File: src/rtl/serial_frame_rx.sv
// serial_frame_rx: preamble-hunting serial receiver with even-parity check.
// Delivers each good payload with a one-cycle valid pulse and counts frames.
module serial_frame_rx #(
    parameter int          DATA_W = 8,
    parameter logic [3:0]  PRE    = 4'b0111
) (
    input  logic              clk,
    input  logic              rst_n,
    input  logic              en,
    input  logic              din,
    output logic [DATA_W-1:0] data_out,
    output logic              valid,
    output logic              err,
    output logic              busy,
    output logic [7:0]        frame_cnt
);

    localparam int CW = $clog2(DATA_W);

    typedef enum logic [1:0] {
        HUNT,
        DATA,
        PARITY
    } state_t;

    state_t            state, state_d;
    logic [3:0]        pre_sr, pre_d;
    logic [3:0]        win;
    logic [CW-1:0]     bit_cnt, cnt_d;
    logic [DATA_W-1:0] shift, shift_d;
    logic [DATA_W-1:0] data_d;
    logic              valid_d, err_d, busy_d;
    logic [7:0]        fcnt_d;
    logic              ok;

    // Register bank: all state and registered outputs.
    always_ff @(posedge clk or negedge rst_n) begin
        if (!rst_n) begin
            state     <= HUNT;
            pre_sr    <= 4'b1111;
            bit_cnt   <= '0;
            shift     <= '0;
            data_out  <= '0;
            valid     <= 1'b0;
            err       <= 1'b0;
            busy      <= 1'b0;
            frame_cnt <= 8'd0;
        end else begin
            state     <= state_d;
            pre_sr    <= pre_d;
            bit_cnt   <= cnt_d;
            shift     <= shift_d;
            data_out  <= data_d;
            valid     <= valid_d;
            err       <= err_d;
            busy      <= busy_d;
            frame_cnt <= fcnt_d;
        end
    end

    // Next-state logic: hold on en=0, pulses always drop back to 0.
    always_comb begin
        state_d = state;
        pre_d   = pre_sr;
        cnt_d   = bit_cnt;
        shift_d = shift;
        data_d  = data_out;
        fcnt_d  = frame_cnt;
        valid_d = 1'b0;
        err_d   = 1'b0;
        win     = {pre_sr[2:0], din};
        ok      = ~(^shift ^ din);
        if (en) begin
            unique case (state)
                HUNT: begin
                    pre_d = win;
                    if (win == PRE) begin
                        state_d = DATA;
                        cnt_d   = '0;
                        shift_d = '0;
                    end
                end
                DATA: begin
                    shift_d = {shift[DATA_W-2:0], din};
                    cnt_d   = bit_cnt + 1'b1;
                    if (bit_cnt == CW'(DATA_W - 1))
                        state_d = PARITY;
                end
                PARITY: begin
                    if (ok) begin
                        data_d  = shift;
                        valid_d = 1'b1;
                        fcnt_d  = frame_cnt + 8'd1;
                    end else begin
                        err_d = 1'b1;
                    end
                    state_d = HUNT;
                    pre_d   = 4'b1111;
                end
                default: begin
                    state_d = HUNT;
                    pre_d   = 4'b1111;
                end
            endcase
        end
        busy_d = (state_d != HUNT);
    end

endmodule

File: config.mk
export PLATFORM = sky130hd
export DESIGN_NAME = serial_frame_rx
export DESIGN_NICKNAME = d
export VERILOG_FILES = /design/src/rtl/serial_frame_rx.sv
export SDC_FILE = /design/constraint.sdc
export NUM_CORES = 1
export LEC_CHECK = 0
export ABC_CLOCK_PERIOD_IN_PS = 1900
export CAP_MARGIN = 20
export CORE_MARGIN = 5
export CORE_UTILIZATION = 46
export DETAILED_ROUTE_END_ITERATION = 10
export HOLD_SLACK_MARGIN = 0.06
export PLACE_DENSITY_LB_ADDON = 0.12
export SYNTH_ARGS = -nofsm -noshare
export SYNTH_HDL_FRONTEND = slang
export SYNTH_SLANG_ARGS = --single-unit
File: constraint.sdc
create_clock -name clk -period 1.9 [get_ports clk]
set_clock_uncertainty 0.15 [all_clocks]
set_input_delay 0.38 -clock clk [delete_from_list [all_inputs] [get_ports clk]]
set_output_delay 0.38 -clock clk [all_outputs]
set_load 0.005 [all_outputs]
Word level (Yosys, flattened, before mapping)
Cells that the tools add are included.
{"block": "word_totals", "regBits": 35, "out_inout_bits": 19, "elab_cells": 41}
{"block": "op_classes", "n_addsub": 2, "eq_ne": 5, "n_mux": 15, "bitwise": 3, "reduce_logical": 7}
{"cell": "case mux 8 bit (2 select lines)", "count": 1}
{"cell": "case mux 3 bit (2 select lines)", "count": 2}
{"cell": "adder 8 x 1 -> 8 bit, second input constant", "count": 1}
{"cell": "2-to-1 mux 8 bit", "count": 1}
{"cell": "XOR reduction 8 bit", "count": 1}
{"cell": "2-to-1 mux 1 bit", "count": 6}
{"cell": "2-to-1 mux 2 bit", "count": 3}
{"cell": "AND reduction 3 bit", "count": 2}
{"cell": "== test 4 x 3 -> 1 bit, second input constant", "count": 1}
{"cell": "case mux 2 bit (2 select lines)", "count": 1}
{"cell": "nonzero test 2 bit", "count": 2}
{"cell": "adder 3 x 1 -> 3 bit, second input constant", "count": 1}
{"cell": "== test 3 bit, second input constant", "count": 1}
{"cell": "2-to-1 mux 3 bit", "count": 1}
{"cell": "== test 2 x 1 -> 1 bit, second input constant", "count": 1}
{"cell": "== test 2 bit, second input constant", "count": 1}
{"cell": "zero test 2 bit", "count": 1}
{"cell": "!= test 2 bit, second input constant", "count": 1}
{"cell": "NOT 1 bit", "count": 2}
{"cell": "AND reduction 2 bit", "count": 1}
{"cell": "XOR 1 bit", "count": 1}

Depth between registers and ports, before layout
Gate-level depths: netlist of run 1.
{"block": "depth", "depth_word": 5, "depth_mapped": 6}

Worst setup path after synthesis of run 1
No wires, ideal clock.
{"block": "synth_path", "path_kind": "register to register", "startpoint": "reg shift[2]", "endpoint": "reg data_out[0]", "setup_time_ps": 125, "arrival_time_ps": 1791, "setup_slack_ps": -167, "stages_incl_launch_ff": 7, "cell_sequence": "dfrtp_1 > xor2_1 > xnor3_2 > xnor2_4 > nand2_2 > buf_6 > mux2_4"}
{"block": "synth_via", "elab_chain_cells": 4}
{"element": "start, declared", "line_no": "30", "rtl": "logic [DATA_W-1:0] shift, shift_d;"}
{"element": "start signal, assigned", "line_no": "52", "rtl": "shift <= shift_d;"}
{"element": "XOR reduction 8 bit", "line_no": "72", "rtl": "ok = ~(^shift ^ din);"}
{"element": "XOR 1 bit", "line_no": "72"}
{"element": "NOT 1 bit (no line)"}
{"element": "AND reduction 3 bit (no line)"}
{"element": "end signal, assigned", "line_no": "53", "rtl": "data_out <= data_d;"}
{"element": "end, declared", "line_no": "11", "rtl": "output logic [DATA_W-1:0] data_out,"}
No other way between the ends.
A chain may end at the register's enable or synchronous reset.

Worst setup path after layout of run 1
{"block": "layout_path", "startpoint": "reg shift[6]", "endpoint": "reg data_out[4]"}
The elaborated chain is that of the path after synthesis.

==> metrics, run 1 <==
status=complete, but fails checks; failing checks=negative setup slack; final hold vios=0; Power Dens Cells=1470 nW/um^2; Initial DRT Pass Iterations=4; WP data required=1990 ps; Area after DPL=2010 um^2; Initial Utilization=0.471; Clock Latency Late Sink=340 ps; peak supply drop=848 uV; FF-to-FF End=data_out[4]; fin worst setup slack=-188 ps; Die ar.=4650 um^2; Reg2Reg Depth=6; hold buffer count at cts=0; H-tree depth=2; ys flop type=dfrtp_1; Mapped Avg Cell Area=13.1 um^2; CTS tree=yes; CP arrival=2170 ps; Worst Setup SP=shift[6]; Wirelength per Cell=13.8 um; Worst-path clk slew=110 ps; CP Launch Type=flop; crit path kind=flop to flop; Hold Crit Class=input pin to async pin; CTS sink cnt=35; area grow syn2layout=38.3%; highest clock rate=0.479 GHz; Remaining DRCs=0; Yosys reg bits=35; CP Capture Type=flop; antenna violations before repair=0; Boundary Pins=23; Worst Tran Pin Value=585 ps; GR Util All Layers=0.152; antenna cells=0; Layout Nets=175; max_cap viols=0; via count=1,056; crit path max fanout=7; placed wire-length estimate=2.22 mm; total gr overflow=0; Final Cell Area=2150 um^2; routability congestion estimate=0.774; CTS Buf Count=5; reg2reg start=shift[6]; Setup TNS Final=-1690 ps; Std-Cell Rows=21; Core ar.=3310 um^2; Setup WS pre-CTS=-628 ps; syn_nets=126; Unique masters post-synth=29; Tmin final=2090 ps; RSZ-0062 raised after global routing=yes; largest net degree at the start of global routing=36; antenna viol nets, final=0; fin. max-slew vios=0; DRT iter0 DRCs=34; Die Y=68.2 um; Post-Syn Area=1560 um^2; port bufs=22; R2R Setup Slk=-190 ps; register area share after synthesis=0.565; die width=68.2 um; first-pass GRT wire length=5.04 mm; EDFF count, synth=0; fraction of layout cells with a size suffix above 1=0.337; final setup fails=14; Async S/R FF share, synth=1.00; clk buf depth=2; commonest non-fill, non-tap cell in the layout=dfrtp_1; most frequent cells in the layout=30 x dfrtp_1, 22 x buf_4, 21 x clkdlybuf4s50_1; Synth Instances=119; Final Cycle Share=1.10; routed wire length=2.97 mm; Slew Limit Headroom=0.606; Leak Pwr=1.07 nW; vias per cell=4.91; Root Driver=clkbuf_4; Synth warnings=0; vias in the first global route=1,088
-- synthesized netlist by cell type, types with 3 or more instances --
master    count  area share
dfrtp_1      32        0.51
a22o_1       10       0.056
xnor2_1      10       0.056
mux2_4        8       0.077
nand2_1       6       0.014
clkbuf_1      5       0.012
nor2_1        5       0.012
a21oi_1       4       0.013
nand4_1       4       0.016
dfstp_2       3       0.051
ha_1          3       0.024
inv_1         3      0.0072
o21ai_0       3      0.0096
o22a_1        3       0.017
-- per-layer routing --
| layer | track usage | up-vias | wire length (um) |
|---|---|---|---|
| li1 | - | 513 | - |
| met4 | 0.0596 | 0 | 48 |
| met3 | 0.0591 | 6 | 143 |
| met1 | 0.184 | 517 | 1330 |
| met2 | 0.244 | 20 | 1450 |
| met5 | 0 | - | 0 |
-- area by class of cell --
| class | instances | area [um^2] |
|---|---|---|
| Inverter | 3 | 11.3 |
| Multi-Input combinational cell | 75 | 667 |
| Sequential cell | 35 | 882 |
| Timing Repair Buffer | 48 | 450 |
| Fill cell | 267 | 1160 |
| Clock buffer | 6 | 51.3 |
| Clock inverter | 2 | 35.0 |
| Tap cell | 46 | 57.6 |
-- what timing repair did --
item,4_1_cts,5_1_grt
resized for setup,3,8
setup buffers,1,2
pin swaps,4,6
gates cloned,0,0
hold endpoints to repair,0,0
setup endpoints to repair,16,21
-- cell families after synthesis --
family,Yosys count,synth area share
AOI/OAI and AO/OA,21,0.102
adders and majority gates,3,0.0241
xor gates and xnor gates,14,0.100
DFF,35,0.565
and+or+nand+nor,27,0.0908
buffers and inverters,9,0.0265
muxes,10,0.0916
-- where the power goes --
group	leakage, nW	internal (mW)	switching [mW]	total [mW]
Combinational	0.558	0.863	0.671	1.53
Clock	0.0482	0.311	0.245	0.556
Sequential	0.460	0.949	0.124	1.07
-- through the flow --
stage | total power, mW | utilization | std cells | hold WS, ps
after floorplan | 1.90 | - | 119 | -65.6
after global placement | 2.40 | 0.607 | 205 | 311
after detailed placement | 2.45 | 0.607 | 205 | 315
after CTS | 3.16 | 0.641 | 214 | 295
after global routing | 3.38 | 0.651 | 215 | 308
final | 3.16 | 0.651 | 215 | 293
-- flip-flops by register name (all words and copies together) (netlist names) --
name and count:
pre_sr 3, shift 8, bit_cnt 3, state 2
busy 1, valid 1, err 1, frame_cnt 8
data_out 8
-- worst max-delay path, stage by stage, from the launching register on --
cell and delay, ps:
dfrtp_1 420, xnor2_2 220, xnor3_2 420, xnor2_4 230, nand2_4 100, buf_12 150, mux2_4 300
-- how the worst max path moves through the flow --
stage,to,depth (start not counted)
floorplan,data_out[0],6
global placement,data_out[2],7
finish,data_out[4],6
global route,data_out[4],6
detailed placement,data_out[4],7
CTS,data_out[4],6
No activity file was read; power rests on OpenSTA's default activity.
==> run 2, diff against run 1 <==
--- a/config.mk
+++ b/config.mk
@@ -7,7 +7,7 @@
 export LEC_CHECK = 0
 export ABC_CLOCK_PERIOD_IN_PS = 1900
 export CAP_MARGIN = 20
-export CORE_MARGIN = 5
+export CORE_MARGIN = 1.5
 export CORE_UTILIZATION = 46
 export DETAILED_ROUTE_END_ITERATION = 10
 export HOLD_SLACK_MARGIN = 0.06
==> run 2 against run 1 <==
The run still ends with negative setup slack left. Cell area is 1.8% lower. Global-route usage is 4.1 points higher. Critical path depth stayed put. Combinational power hardly changed. Critical path type unchanged. Core utilization is 2.6 points higher. Largest power group unchanged. Die area is 19% lower. Non-clock buffer count is 3 higher. Routed wire length is 0.94% lower. Clock power is 24% lower. Register-to-register slack better by 70 ps.
==> metrics, run 2 (synthesis results as in run 1) <==
status=complete, but fails checks; failing checks=negative setup slack; final setup fails=16; H-tree depth=2; CP max stage cell=xnor3_2; Setup TNS Final=-1390 ps; highest clock rate=0.496 GHz; CP Capture Type=flop; max_cap viols=0; P_sw=1.00 mW; Layout Nets=178; Die Y=61.2 um; vias in the first global route=1,107; most frequent cells in the layout=31 x dfrtp_1, 25 x buf_4, 21 x clkdlybuf4s50_1; crit path max fanout=5; CP bufs+invs=1; Initial Utilization=0.498; Largest delay share family, worst path=XOR/XNOR gates; Slew Limit Headroom=0.672; WP data required=1980 ps; Initial DRT Pass Iterations=4; clk buf depth=2; Flop pwr share=0.355; Setup WS pre-CTS=-622 ps; placed wire-length estimate=2.04 mm; Power Dens Cells=1440 nW/um^2; clock share of power=0.138; final hold vios=0; first-pass GRT wire length=5.06 mm; antenna viol nets, final=0; GR Util All Layers=0.193; Remaining DRCs=0; RSZ-0062 raised after global routing=yes; CTS Buf Count=5; hold buffer count at cts=0; Tmin final=2020 ps; Worst Tran Pin Value=486 ps; fraction of layout cells with a size suffix above 1=0.327; internal power=2.04 mW; fin. max-slew vios=0; largest net degree at the start of global routing=36; peak supply drop=882 uV; Std-Cell Rows=20; CTS tree=yes; total gr overflow=0; CTS sink cnt=35; via count=1,063; Largest regs=data_out (8), frame_cnt (8), shift (8); die width=61.2 um; CP arrival=2100 ps; Switching Share=0.330; port bufs=22; vias per cell=4.94; Boundary Pins=23; routed wire length=2.94 mm; DRT iter0 DRCs=43; fin worst setup slack=-117 ps; Reg2Reg Depth=6; Clock Latency Late Sink=340 ps; antenna violations before repair=0; Root Driver=clkbuf_4; Core ar.=3130 um^2; routability congestion estimate=0.754; cell depth of the worst setup path=6; Final Cycle Share=1.06; worst-path cell chain=xnor2_1 > xnor3_2 > xnor2_4 > nand2_4 > buf_6 > mux2_4; crit path kind=flop to flop; CP Launch Type=flop; Combinational Power Share=0.507; area grow syn2layout=35.8%; commonest non-fill, non-tap cell in the layout=dfrtp_1; CP max stage delay=480 ps; Wirelength per Cell=13.7 um; Hold Crit Class=input pin to async pin; Leak Pwr=1.05 nW; antenna cells=0; Die ar.=3740 um^2; Worst-path clk slew=110 ps
## run 2: cell count changes in the layout (fill, tap and decap cells not counted), sizes merged
| cell | before | now |
|---|---|---|
| buf | 26 | 29 |
| bufinv | 1 | 0 |
## run 2: stage by stage
stage / instances / instance area [um^2] / utilization / hold slack, ps / total power, mW
detailed placement: 204 / 1990 / 0.636 / 332 / 2.42
CTS: 214 / 2090 / 0.669 / 298 / 3.01
global placement: 204 / 1990 / 0.636 / 310 / 2.39
global route: 215 / 2120 / 0.676 / 315 / 3.24
floorplan: 119 / 1560 / - / -65.6 / 1.90
finish: 215 / 2120 / 0.676 / 283 / 3.04
## run 2: path summary, 6_finish.rpt
check                          endpoint    startpoint  slack (ps)
max                         data_out[0]      shift[0]        -120
min                        frame_cnt[5]         rst_n         280
max reg2reg                 data_out[0]      shift[0]        -120
min reg2reg                frame_cnt[5]  frame_cnt[5]         340
max in group asynchronous     pre_sr[2]         rst_n         980
min in group clk               shift[0]           din         320
## run 2: worst reg2reg max path: stages, from the launching register on
cell and delay [ps]:
dfrtp_1 400, xnor2_1 140, xnor3_2 480, xnor2_4 220, nand2_4 90, buf_6 150, mux2_4 290
## run 2: area by class of cell
type / count / area (um^2)
multi-input cells: 75 / 657
clock buffers: 6 / 51.3
clock inverters: 1 / 5.00
fillers: 257 / 1010
flip-flops and latches: 35 / 881
inverters: 3 / 11.3
well taps: 44 / 55.1
repair buffers: 51 / 455
## run 2: layer usage
layer	vias up	GRT usage	wire [um]
met4	0	0.112	78
met3	6	0.0483	162
met1	512	0.262	1360
li1	517	-	-
met5	-	0	0
met2	28	0.283	1340
## run 2: what timing repair did
item / 4_1_cts / 5_1_grt
resized for setup: 5 / 4
pin swaps: 3 / 3
setup endpoints to repair: 16 / 19
cloned: 0 / 0
buffers inserted: 3 / 1
## run 2: power by group through the flow
stage                     clock network, mW  registers [mW]  logic [mW]
final                                 0.420            1.08        1.54
after global routing                  0.459            1.10        1.68
after CTS                             0.429            1.08        1.50
after detailed placement                  0            1.09        1.33
after global placement                    0            1.08        1.31
after floorplan                           0            1.09       0.812
==> run 3, diff against run 2 <==
--- a/config.mk
+++ b/config.mk
@@ -5,13 +5,14 @@
 export SDC_FILE = /design/constraint.sdc
 export NUM_CORES = 1
 export LEC_CHECK = 0
-export ABC_CLOCK_PERIOD_IN_PS = 1900
+export ABC_CLOCK_PERIOD_IN_PS = 2140
 export CAP_MARGIN = 20
 export CORE_MARGIN = 1.5
 export CORE_UTILIZATION = 46
 export DETAILED_ROUTE_END_ITERATION = 10
 export HOLD_SLACK_MARGIN = 0.06
 export PLACE_DENSITY_LB_ADDON = 0.12
+export SLEW_MARGIN = 10
 export SYNTH_ARGS = -nofsm -noshare
 export SYNTH_HDL_FRONTEND = slang
 export SYNTH_SLANG_ARGS = --single-unit
==> constraint.sdc (replaced) <==
create_clock -name clk -period 2.14 [get_ports clk]
set_clock_uncertainty 0.15 [all_clocks]
set_input_delay 0.428 -clock clk [delete_from_list [all_inputs] [get_ports clk]]
set_output_delay 0.428 -clock clk [all_outputs]
set_load 0.1 [all_outputs]
==> run 3 against run 2 <==
The flow now finishes without violations. Die area unchanged. Final cell count fell by 6.0%. Routed wire length decreased by 3.8%. Flip-flop and latch count unchanged. Count of clock-buffer cells in the layout up 1.
==> metrics, run 3 (synthesis results as in run 1) <==
Final Cycle Share=0.965; CP Capture Type=flop; Clock Latency Late Sink=340 ps; via count=1,061; Die ar.=3740 um^2; fin worst setup slack=75.6 ps; Hold Crit Class=input pin to async pin; vias per cell=5.25; antenna viol nets, final=0; CP arrival=2150 ps; most frequent cells in the layout=32 x dfrtp_1, 28 x buf_4, 10 x a22o_1; Setup WS pre-CTS=-354 ps; WP data required=2230 ps; largest net degree at the start of global routing=36; Combinational Power Share=0.516; Flop pwr share=0.362; P_sw=1.15 mW; Slew Limit Headroom=0.693; total gr overflow=0; clk buf depth=2; Layout Nets=164; port bufs=22; Area after DPL=1920 um^2; crit path max fanout=5; routability congestion estimate=0.719; Worst-path clk slew=100 ps; fraction of layout cells with a size suffix above 1=0.367; Placed Cells incl. Taps=192; Initial Utilization=0.498; placed wire-length estimate=1.90 mm; internal power=1.61 mW; Remaining DRCs=0; crit path kind=flop to flop; final setup fails=0; area grow syn2layout=28.0%; Worst Tran Pin Value=456 ps; Largest regs=data_out (8), frame_cnt (8), shift (8); Final Cell Area=1990 um^2; die width=61.2 um; commonest non-fill, non-tap cell in the layout=dfrtp_1; H-tree depth=2; CTS tree=yes; Initial DRT Pass Iterations=5; vias in the first global route=1,021; Core ar.=3130 um^2; fin. max-slew vios=0; antenna violations before repair=0; Boundary Pins=23; Tmin final=2060 ps; highest clock rate=0.484 GHz; Die Y=61.2 um; CTS sink cnt=35; hold buffer count at cts=0; Power Dens Cells=1380 nW/um^2; CTS Buf Count=5; status=complete, no violations; GR Util All Layers=0.178; Switching Share=0.418; Std-Cell Rows=20; Leak Pwr=1.01 nW; Util after Layout=0.638; first-pass GRT wire length=4.64 mm; DRT iter0 DRCs=28; CP Launch Type=flop; final non-filler cell total=202; antenna cells=0; Root Driver=clkbuf_4; peak supply drop=990 uV; max_cap viols=0; clock share of power=0.121; final hold vios=0; Wirelength per Cell=14.0 um; routed wire length=2.83 mm
[run 3: cell count changes in the layout (fill, tap and decap cells not counted), sizes merged]
cell,delta
nand2,+1
clkdlybuf4s50,-19
clkbuf,+1
buf,+4
[run 3: layer usage]
layer	vias up	global-route usage	wire length, um	share of wire
met5	-	0	0	0
li1	498	-	-	-
met3	7	0.0441	134	0.047
met4	0	0.121	61	0.022
met1	534	0.225	1280	0.45
met2	22	0.269	1350	0.48
[run 3: layout make-up]
class / count / area [um^2]
clock buffer: 7 / 45.0
clock inverter: 1 / 5.00
fill: 257 / 1130
inverter: 3 / 11.3
multi-input combinational: 76 / 656
sequential: 35 / 880
tap: 44 / 55.1
timing repair buffer: 36 / 343
[run 3: path summary, 6_finish.rpt]
kind / startpoint / to / slack (ps) / cells past startpoint
worst min-delay path: rst_n / shift[1] / 330 / 2
worst max register to register: shift[0] / data_out[7] / 80 / 5
min in group clk: frame_cnt[7] / frame_cnt[7] / 330 / 1
worst max-delay path: shift[0] / data_out[7] / 80 / 5
max in group asynchronous: rst_n / pre_sr[2] / 1170 / 2
worst min register to register: frame_cnt[7] / frame_cnt[7] / 330 / 1
[run 3: through the flow]
| step | TNS [ps] | total power, mW | hold WS [ps] |
|---|---|---|---|
| floorplan | 0 | 1.98 | -17.6 |
| global placement | -3730 | 2.33 | 314 |
| detailed placement | -4330 | 2.35 | 321 |
| CTS | 0 | 2.72 | 328 |
| global route | -46.4 | 2.91 | 354 |
| finish | 0 | 2.76 | 326 |
[run 3: what timing repair did]
action,in CTS,in global routing
setup endpoints to repair,1,9
gates resized for setup,1,2
pin swaps,0,2
cloned,0,1
setup buffers,0,1
[run 3: worst max-delay path, stage by stage (launching register included)]
cell	delay (ps)
dfrtp_1	420
xnor2_1	180
xnor3_2	490
xnor2_4	220
nand2_2	170
mux2_4	330
[run 3: power groups by stage]
stage	Combinational [mW]	Clock [mW]	Sequential, mW
2_1_floorplan	0.740	0	1.24
3_3_place_gp	1.32	0	1.00
3_5_place_dp	1.34	0	1.01
4_1_cts	1.37	0.354	1.00
5_1_grt	1.50	0.379	1.03
6_report	1.42	0.335	1.00
